==> src/rtl/mult_bus_pkg.sv <==
// Shared types and constants for the multiplier peripheral bus master.
package mult_bus_pkg;

    localparam int unsigned ADDR_W  = 5;
    localparam int unsigned OP_W    = 16;
    localparam int unsigned WDATA_W = 16;
    localparam int unsigned RDATA_W = 32;
    localparam int unsigned RES_W   = 32;

    localparam logic [ADDR_W-1:0] ADDR_OPA  = 5'h00;
    localparam logic [ADDR_W-1:0] ADDR_OPB  = 5'h04;
    localparam logic [ADDR_W-1:0] ADDR_STAT = 5'h08;
    localparam int unsigned       STAT_DONE_BIT = 0;

    typedef enum logic [2:0] {
        ST_IDLE   = 3'd0,
        ST_WR_A   = 3'd1,
        ST_WR_B   = 3'd2,
        ST_SETTLE = 3'd3,
        ST_POLL   = 3'd4,
        ST_RD_RES = 3'd5,
        ST_RESP   = 3'd6
    } state_e;

    typedef struct packed {
        logic               cs;
        logic               rd;
        logic               wr;
        logic [ADDR_W-1:0]  addr;
        logic [WDATA_W-1:0] wdata;
    } bus_req_t;

    // Moore bus decode: what the peripheral bus shows while in a given state.
    function automatic bus_req_t bus_decode(input state_e           st,
                                            input logic [OP_W-1:0]  op_a,
                                            input logic [OP_W-1:0]  op_b);
        bus_req_t b;
        b = '0;
        case (st)
            ST_WR_A: begin
                b.cs    = 1'b1;
                b.wr    = 1'b1;
                b.addr  = ADDR_OPA;
                b.wdata = WDATA_W'(op_a);
            end
            ST_WR_B: begin
                b.cs    = 1'b1;
                b.wr    = 1'b1;
                b.addr  = ADDR_OPB;
                b.wdata = WDATA_W'(op_b);
            end
            // Status is read with rd low; rd high at this address returns the result word.
            ST_POLL: begin
                b.cs   = 1'b1;
                b.addr = ADDR_STAT;
            end
            ST_RD_RES: begin
                b.cs   = 1'b1;
                b.rd   = 1'b1;
                b.addr = ADDR_OPB;
            end
            default: b = '0;
        endcase
        return b;
    endfunction

endpackage

==> src/rtl/mult_bus_master.sv <==
// Host-side job sequencer driving an external multiplier peripheral:
// write operands, settle, poll status with timeout, read the product.
module mult_bus_master
    import mult_bus_pkg::*;
#(
    parameter int unsigned TIMEOUT    = 1024,
    parameter int unsigned SETTLE_CYC = 2
) (
    input  logic               clk,
    input  logic               reset,
    input  logic               req_valid,
    output logic               req_ready,
    input  logic [OP_W-1:0]    req_op_a,
    input  logic [OP_W-1:0]    req_op_b,
    output logic               rsp_valid,
    input  logic               rsp_ready,
    output logic [RES_W-1:0]   rsp_result,
    output logic               rsp_err,
    output logic               bus_cs,
    output logic [ADDR_W-1:0]  bus_addr,
    output logic               bus_rd,
    output logic               bus_wr,
    output logic [WDATA_W-1:0] bus_wdata,
    input  logic [RDATA_W-1:0] bus_rdata,
    output logic               busy
);

    localparam int unsigned CNT_W = $clog2(TIMEOUT + 1);
    localparam int unsigned SET_W = 3;

    state_e             state_q, state_d;
    logic [CNT_W-1:0]   poll_cnt_q, poll_cnt_d;
    logic [SET_W-1:0]   settle_cnt_q, settle_cnt_d;
    logic [OP_W-1:0]    op_a_q, op_a_d;
    logic [OP_W-1:0]    op_b_q, op_b_d;
    logic [RES_W-1:0]   result_q, result_d;
    logic               err_q, err_d;
    bus_req_t           bus_q, bus_d;
    logic               req_ready_q, req_ready_d;
    logic               rsp_valid_q, rsp_valid_d;
    logic               busy_q, busy_d;
    logic               done_c;

    assign done_c = bus_rdata[STAT_DONE_BIT];

    // Next state plus registered outputs decoded from the upcoming state.
    always_comb begin
        state_d      = state_q;
        poll_cnt_d   = poll_cnt_q;
        settle_cnt_d = settle_cnt_q;
        op_a_d       = op_a_q;
        op_b_d       = op_b_q;
        result_d     = result_q;
        err_d        = err_q;

        case (state_q)
            ST_IDLE: begin
                if (req_valid && req_ready_q) begin
                    op_a_d  = req_op_a;
                    op_b_d  = req_op_b;
                    state_d = ST_WR_A;
                end
            end
            ST_WR_A: state_d = ST_WR_B;
            ST_WR_B: begin
                settle_cnt_d = '0;
                state_d      = ST_SETTLE;
            end
            // Quiet gap so a done flag left over from the previous job is not seen.
            ST_SETTLE: begin
                if (settle_cnt_q == SET_W'(SETTLE_CYC - 1)) begin
                    poll_cnt_d = '0;
                    state_d    = ST_POLL;
                end else begin
                    settle_cnt_d = settle_cnt_q + SET_W'(1);
                end
            end
            // Done takes priority over a timeout landing in the same cycle.
            ST_POLL: begin
                poll_cnt_d = poll_cnt_q + CNT_W'(1);
                if (done_c) begin
                    state_d = ST_RD_RES;
                end else if (poll_cnt_d == CNT_W'(TIMEOUT)) begin
                    err_d    = 1'b1;
                    result_d = '0;
                    state_d  = ST_RESP;
                end
            end
            ST_RD_RES: begin
                result_d = RES_W'(bus_rdata);
                err_d    = 1'b0;
                state_d  = ST_RESP;
            end
            ST_RESP: begin
                if (rsp_ready) begin
                    state_d = ST_IDLE;
                end
            end
            default: state_d = ST_IDLE;
        endcase

        bus_d       = bus_decode(state_d, op_a_d, op_b_d);
        req_ready_d = (state_d == ST_IDLE);
        rsp_valid_d = (state_d == ST_RESP);
        busy_d      = (state_d != ST_IDLE);
    end

    always_ff @(posedge clk) begin
        if (!reset) begin
            state_q      <= ST_IDLE;
            poll_cnt_q   <= '0;
            settle_cnt_q <= '0;
            op_a_q       <= '0;
            op_b_q       <= '0;
            result_q     <= '0;
            err_q        <= 1'b0;
            bus_q        <= '0;
            req_ready_q  <= 1'b1;
            rsp_valid_q  <= 1'b0;
            busy_q       <= 1'b0;
        end else begin
            state_q      <= state_d;
            poll_cnt_q   <= poll_cnt_d;
            settle_cnt_q <= settle_cnt_d;
            op_a_q       <= op_a_d;
            op_b_q       <= op_b_d;
            result_q     <= result_d;
            err_q        <= err_d;
            bus_q        <= bus_d;
            req_ready_q  <= req_ready_d;
            rsp_valid_q  <= rsp_valid_d;
            busy_q       <= busy_d;
        end
    end

    assign req_ready  = req_ready_q;
    assign rsp_valid  = rsp_valid_q;
    assign rsp_result = result_q;
    assign rsp_err    = err_q;
    assign busy       = busy_q;
    assign bus_cs     = bus_q.cs;
    assign bus_rd     = bus_q.rd;
    assign bus_wr     = bus_q.wr;
    assign bus_addr   = bus_q.addr;
    assign bus_wdata  = bus_q.wdata;

endmodule

==> config.mk <==
export PLATFORM = sky130hd
export DESIGN_NAME = mult_bus_master
export DESIGN_NICKNAME = d
export VERILOG_FILES = /design/src/rtl/mult_bus_pkg.sv /design/src/rtl/mult_bus_master.sv
export SDC_FILE = /design/constraint.sdc
export NUM_CORES = 1
export LEC_CHECK = 0
export CAP_MARGIN = 10
export CORE_UTILIZATION = 46
export DETAILED_ROUTE_END_ITERATION = 8
export HOLD_SLACK_MARGIN = 0.1
export PLACE_DENSITY = 0.79
export SLEW_MARGIN = 25
export SYNTH_ARGS = -nofsm -noshare
export SYNTH_HDL_FRONTEND = slang
export SYNTH_SLANG_ARGS = --single-unit
==> constraint.sdc <==
create_clock -name clk -period 2.9 [get_ports clk]
set_input_delay 0.435 -clock clk [delete_from_list [all_inputs] [get_ports clk]]
set_output_delay 0.435 -clock clk [all_outputs]
set_load 0.05 [all_outputs]
# ---- Word-level counts from Yosys, hierarchy flattened
# Cells that the tools add are included.
dict set report op_classes {
  add_sub_neg 2
  multipliers 0
  n_div 0
  n_lt_le_gt_ge 0
  eq_ne 17
  shifts 0
  n_mux 25
  bitwise_logic 0
  n_reduce_logical 13
}
# operator count
set op_table {}
lappend op_table {{$mux 16} 4}
lappend op_table {{$mux 32} 2}
lappend op_table {{$pmux 32 s2} 1}
lappend op_table {{$pmux 16 s2} 1}
lappend op_table {{$pmux 11 s2} 1}
lappend op_table {{$pmux 3 s7} 1}
lappend op_table {{$eq 3x3->1 const B} 6}
lappend op_table {{$mux 3} 6}
lappend op_table {{$add 11x1->11 const B} 1}
lappend op_table {{$eq 11x11->1 const B} 1}
lappend op_table {{$mux 11} 1}
lappend op_table {{$eq 3x1->1 const B} 3}
lappend op_table {{$eq 3x2->1 const B} 3}
lappend op_table {{$ne 2x2->1 const B} 4}
lappend op_table {{$pmux 4 s2} 1}
lappend op_table {{$logic_not 3->1} 2}
lappend op_table {{$pmux 3 s2} 1}
lappend op_table {{$reduce_bool 2->1} 3}
lappend op_table {{$mux 1} 5}
lappend op_table {{$reduce_and 2->1} 2}
lappend op_table {{$reduce_or 2->1} 2}
lappend op_table {{$reduce_or 4->1} 1}
lappend op_table {{$add 3x1->3 const B} 1}
lappend op_table {{$reduce_and 3->1} 1}
lappend op_table {{other kinds (3)} 3}
dict set report word_totals {
  reg_bits 109
  latch_bits 0
  ramBits 0
  mem_bits_ro 0
  input_bits 68
  output_inout_bits 60
  wordCells 72
  n_memories 0
}

# ---- Longest topological paths before layout
dict set report depth {
  ltp_word 8
  depth_mapped 8
}

# ---- Worst setup path before layout
# OpenSTA, ideal clock, no wires.
dict set report synth_timing {
  path_kind {reg-to-reg}
  from {register poll_cnt_q[0]}
  to {register result_q[1], in the netlist rsp_result[1]}
  setup_time_ps 117
  arrival_time_ps 2060
  required_ps 2783
  setup_slack_ps 723
  path_stages_with_launch 8
  synth_period_minus_slack_ps 2177
  path_cell_list {dfxtp_1 -> ha_1 -> nand3_1 -> nor4_1 -> a211oi_2 -> a2111oi_4 -> buf_6 -> nor2_2}
}
dict set report synth_between {
  elab_chain_len 4
}
# item line
set synth_rtl {}
lappend synth_rtl {{start: declaration} mult_bus_master.sv:32} ;# logic [CNT_W-1:0] poll_cnt_q, poll_cnt_d;
lappend synth_rtl {{start signal: assignment} mult_bus_master.sv:123} ;# poll_cnt_q <= poll_cnt_d;
lappend synth_rtl {{$add 11x1->11} mult_bus_master.sv:80} ;# poll_cnt_d = poll_cnt_q + CNT_W'(1);
lappend synth_rtl {{$eq 11x11->1} mult_bus_master.sv:83} ;# end else if (poll_cnt_d == CNT_W'(TIMEOUT)) begin
lappend synth_rtl {{$ne 2x2->1 (no line)} -}
lappend synth_rtl {{$reduce_and 3->1 (no line)} -}
lappend synth_rtl {{end signal: assignment} mult_bus_master.sv:127} ;# result_q <= result_d;
lappend synth_rtl {{end: declaration} mult_bus_master.sv:36} ;# logic [RES_W-1:0] result_q, result_d;
# Every way passes these cells.
# A chain may end at the register's enable or synchronous reset.

# ---- Worst setup path after layout
dict set report layout_timing {
  from {register poll_cnt_q[0]}
  to {register result_q[0], in the netlist rsp_result[0]}
}
# The elaborated chain is that of the path after synthesis.

==> results.cfg <==
[clocking]
h-tree-depth = 3
worstSkewPairLatency_ps = 370
clk_path_buf_depth = 2
cts_resized = 0
cts_hold_buf = 0
cts_buffers = 9
cts_sinks = 106
postCtsSetupRepairBufs = 0
cts-root-buf = clkbuf_8
clk_pin_slew_worst_paths_ps = 110
cts_tree = built

[global_route]
grt_use_total_pct = 21.34
grt_pass1_vias = 3494
grt_max_degree = 50
grt_pass1_wl_um = 16460
antenna_found_initial = 0
grt_overflow = 0

[timing]
period_needed_ps = 2491
skew_ps = 17.96
final.setup.tns_ps = 0
fmax_mhz = 401.5
drv_slew = 0
rsz0062_at_grt = no
timing.final.crit_share_pct = 85.88
worst_slew_margin_rel_pct = 52.20
setup_viol = 0
finalHoldViolCount = 0
tightest_slew_ps = 715.4

[finish]
num_antenna_cells = 0
final_core_util_pct = 64.85
final_area_um2 = 5655
nFillCells = 701
fin_nets = 639
final_layout_size_suffix_gt1_share_pct = 11.52
seq_area_um2 = 2122
multi_input_area_um2 = 1868
areaGrowthSynthToFinish_pct = 36.35

[worst_setup_path]
cp_max_fo = 32
rr_worst_depth = 7
crit_path_start = poll_cnt_q[0]
cp_data_arrival_time_ps = 2750
path_class = flop to flop
cp.required_ps = 3160
r2r-start = poll_cnt_q[0]
end_kind = flop
reg2reg_to = rsp_result[0]
critPathLaunchType = flop
rrSetupSlack_ps = 410

[synthesis]
yosysWarnings = 0
synth_edf_count = 0
syn_area_per_cell_um2 = 9.096
yosysMostFrequentCell = dfxtp_1
synth-async-reset-ratio_pct = 0
synth_top_area_cell = dfxtp_1
synth_commonest_cells = dfxtp_1 (106), nand2_1 (76), a21oi_1 (52)
ys.flop_type = dfxtp_1
ys_seq_elements = 106
synth_area_leaders = dfxtp_1 (51%), nand2_1 (6.9%), a21oi_1 (6.3%), a22oi_1 (5.8%), nor2_2 (4.5%)
syn_area_um2 = 4148
ys_seq_area_share_pct = 51.16
netlist_instances = 456
synth_top_area_share_pct = 51.16
ys_types = 54

[power]
comb_power_share_pct = 13.9
internal_power_mw = 2.094
power_density_nw_per_um2 = 506.6
pwr-share-clk_pct = 32.7
ir_worst_vdd_v = 0.0002568
p_sw_share_pct = 26.89
p_leak_nw = 2.078
p_sw_uw = 770.5
power_frac_seq_pct = 53.4

[detailed_routing]
drt_iter0_markers = 178
drt-pass1-iter-count = 5
finalWirelength_um = 10050
ant_nets = 0
vias_per_cell = 5.407
vias = 3682
drc = 0
wl_per_cell_um = 14.76

[hold_path]
hold_depth = 2
worstHoldStart = op_a_q[0]
hold_path_end = op_a_q[0]
hp-class = flop to flop

[flow_run]
cap_violations = 0

[floorplanning]
fp.coreArea_um2 = 8721
die_area_um2 = 9400
num_rows = 34
initial_core_util_pct = 47.56
die_h_um = 96.96
die_x_um = 96.96
num_io_pins = 128

[outcome]
status = finished clean

[placement]
numPortBuffers = 124
postPlaceCellArea_um2 = 5449
routabilityCongestion = 0.8645
hpwl_um = 6925
[critical path, cell delays in order (launching register included)]
cell and delay (ps):
dfxtp_1 470, ha_1 300, nand3_1 300, nor4_1 380, a211oi_2 140, a2111oi_4 420
buf_12 280, nor3_1 80
[cell type report]
| cell class | count | area share, % |
|---|---|---|
| Clock buffer | 9 | 2.190 |
| Clock inverter | 7 | 1.438 |
| Inverter | 3 | 0.1991 |
| Multi-Input combinational cell | 316 | 33.03 |
| Sequential cell | 106 | 37.52 |
| Tap cell | 108 | 2.389 |
| Timing Repair Buffer | 132 | 23.23 |
[metal layers]
layer	vias to the layer above	global-route usage [%]	part of all wire, %
met4	0	9.300	2.0
met2	107	37.70	51
met5	-	0	0
met3	18	3.902	4.8
li1	1818	-	-
met1	1739	25.16	42
[cell families after synthesis]
logic type      synth area share, %
fa+ha+maj                    0.9051
simple gates                  20.75
xor+xnor                     0.2112
other cells                 0.09041
compound gates                21.93
buf+inv                       4.464
flops                         51.16
mux                          0.4827
[state kept, by name (all words and copies together) (netlist names), 2 cells and up]
| name | count |
|---|---|
| state_q | 3 |
| bus_wdata | 16 |
| poll_cnt_q | 11 |
| rsp_result | 32 |
| settle_cnt_q | 3 |
| bus_addr | 2 |
| op_a_q | 16 |
| op_b_q | 16 |
[worst max-delay path by stage]
stage,end,cells after the start
2_1_floorplan,rsp_result[1],7
3_3_place_gp,rsp_result[0],7
3_5_place_dp,rsp_result[0],7
4_1_cts,rsp_result[0],7
5_1_grt,rsp_result[0],7
6_report,rsp_result[0],7
[power by group through the flow]
stage,sequential [mW],clock [mW],combinational (mW)
floorplan,1.63,0,0.154
global placement,1.56,0,0.388
detailed placement,1.56,0,0.395
CTS,1.53,0.956,0.397
global route,1.54,1.02,0.425
finish,1.53,0.937,0.397
[layout by cell type, fill, tap and decap left out, types with 4 or more instances in the layout]
master and count:
clkbuf_8 9, a21oi_1 52, nor2_2 30, a22o_1 18
nand2b_1 5, dfxtp_1 106, clkdlybuf4s50_1 124, o21ai_0 10
nor2_1 22, nand3_1 6, buf_4 7, a22oi_1 32
a211oi_1 5, a31oi_1 4, nor3_1 5, nand2_1 76
[stage by stage]
step	setup slack (ps)	hold WS, ps	instances	total power, mW
floorplan	722.6	440.6	458	1.787
global placement	489.7	445.9	665	1.950
detailed placement	432.7	452.7	665	1.959
CTS	395.2	467.0	681	2.883
global route	141.8	481.8	681	2.977
finish	409.4	463.7	681	2.865
No activity file was read; power rests on OpenSTA's default activity.
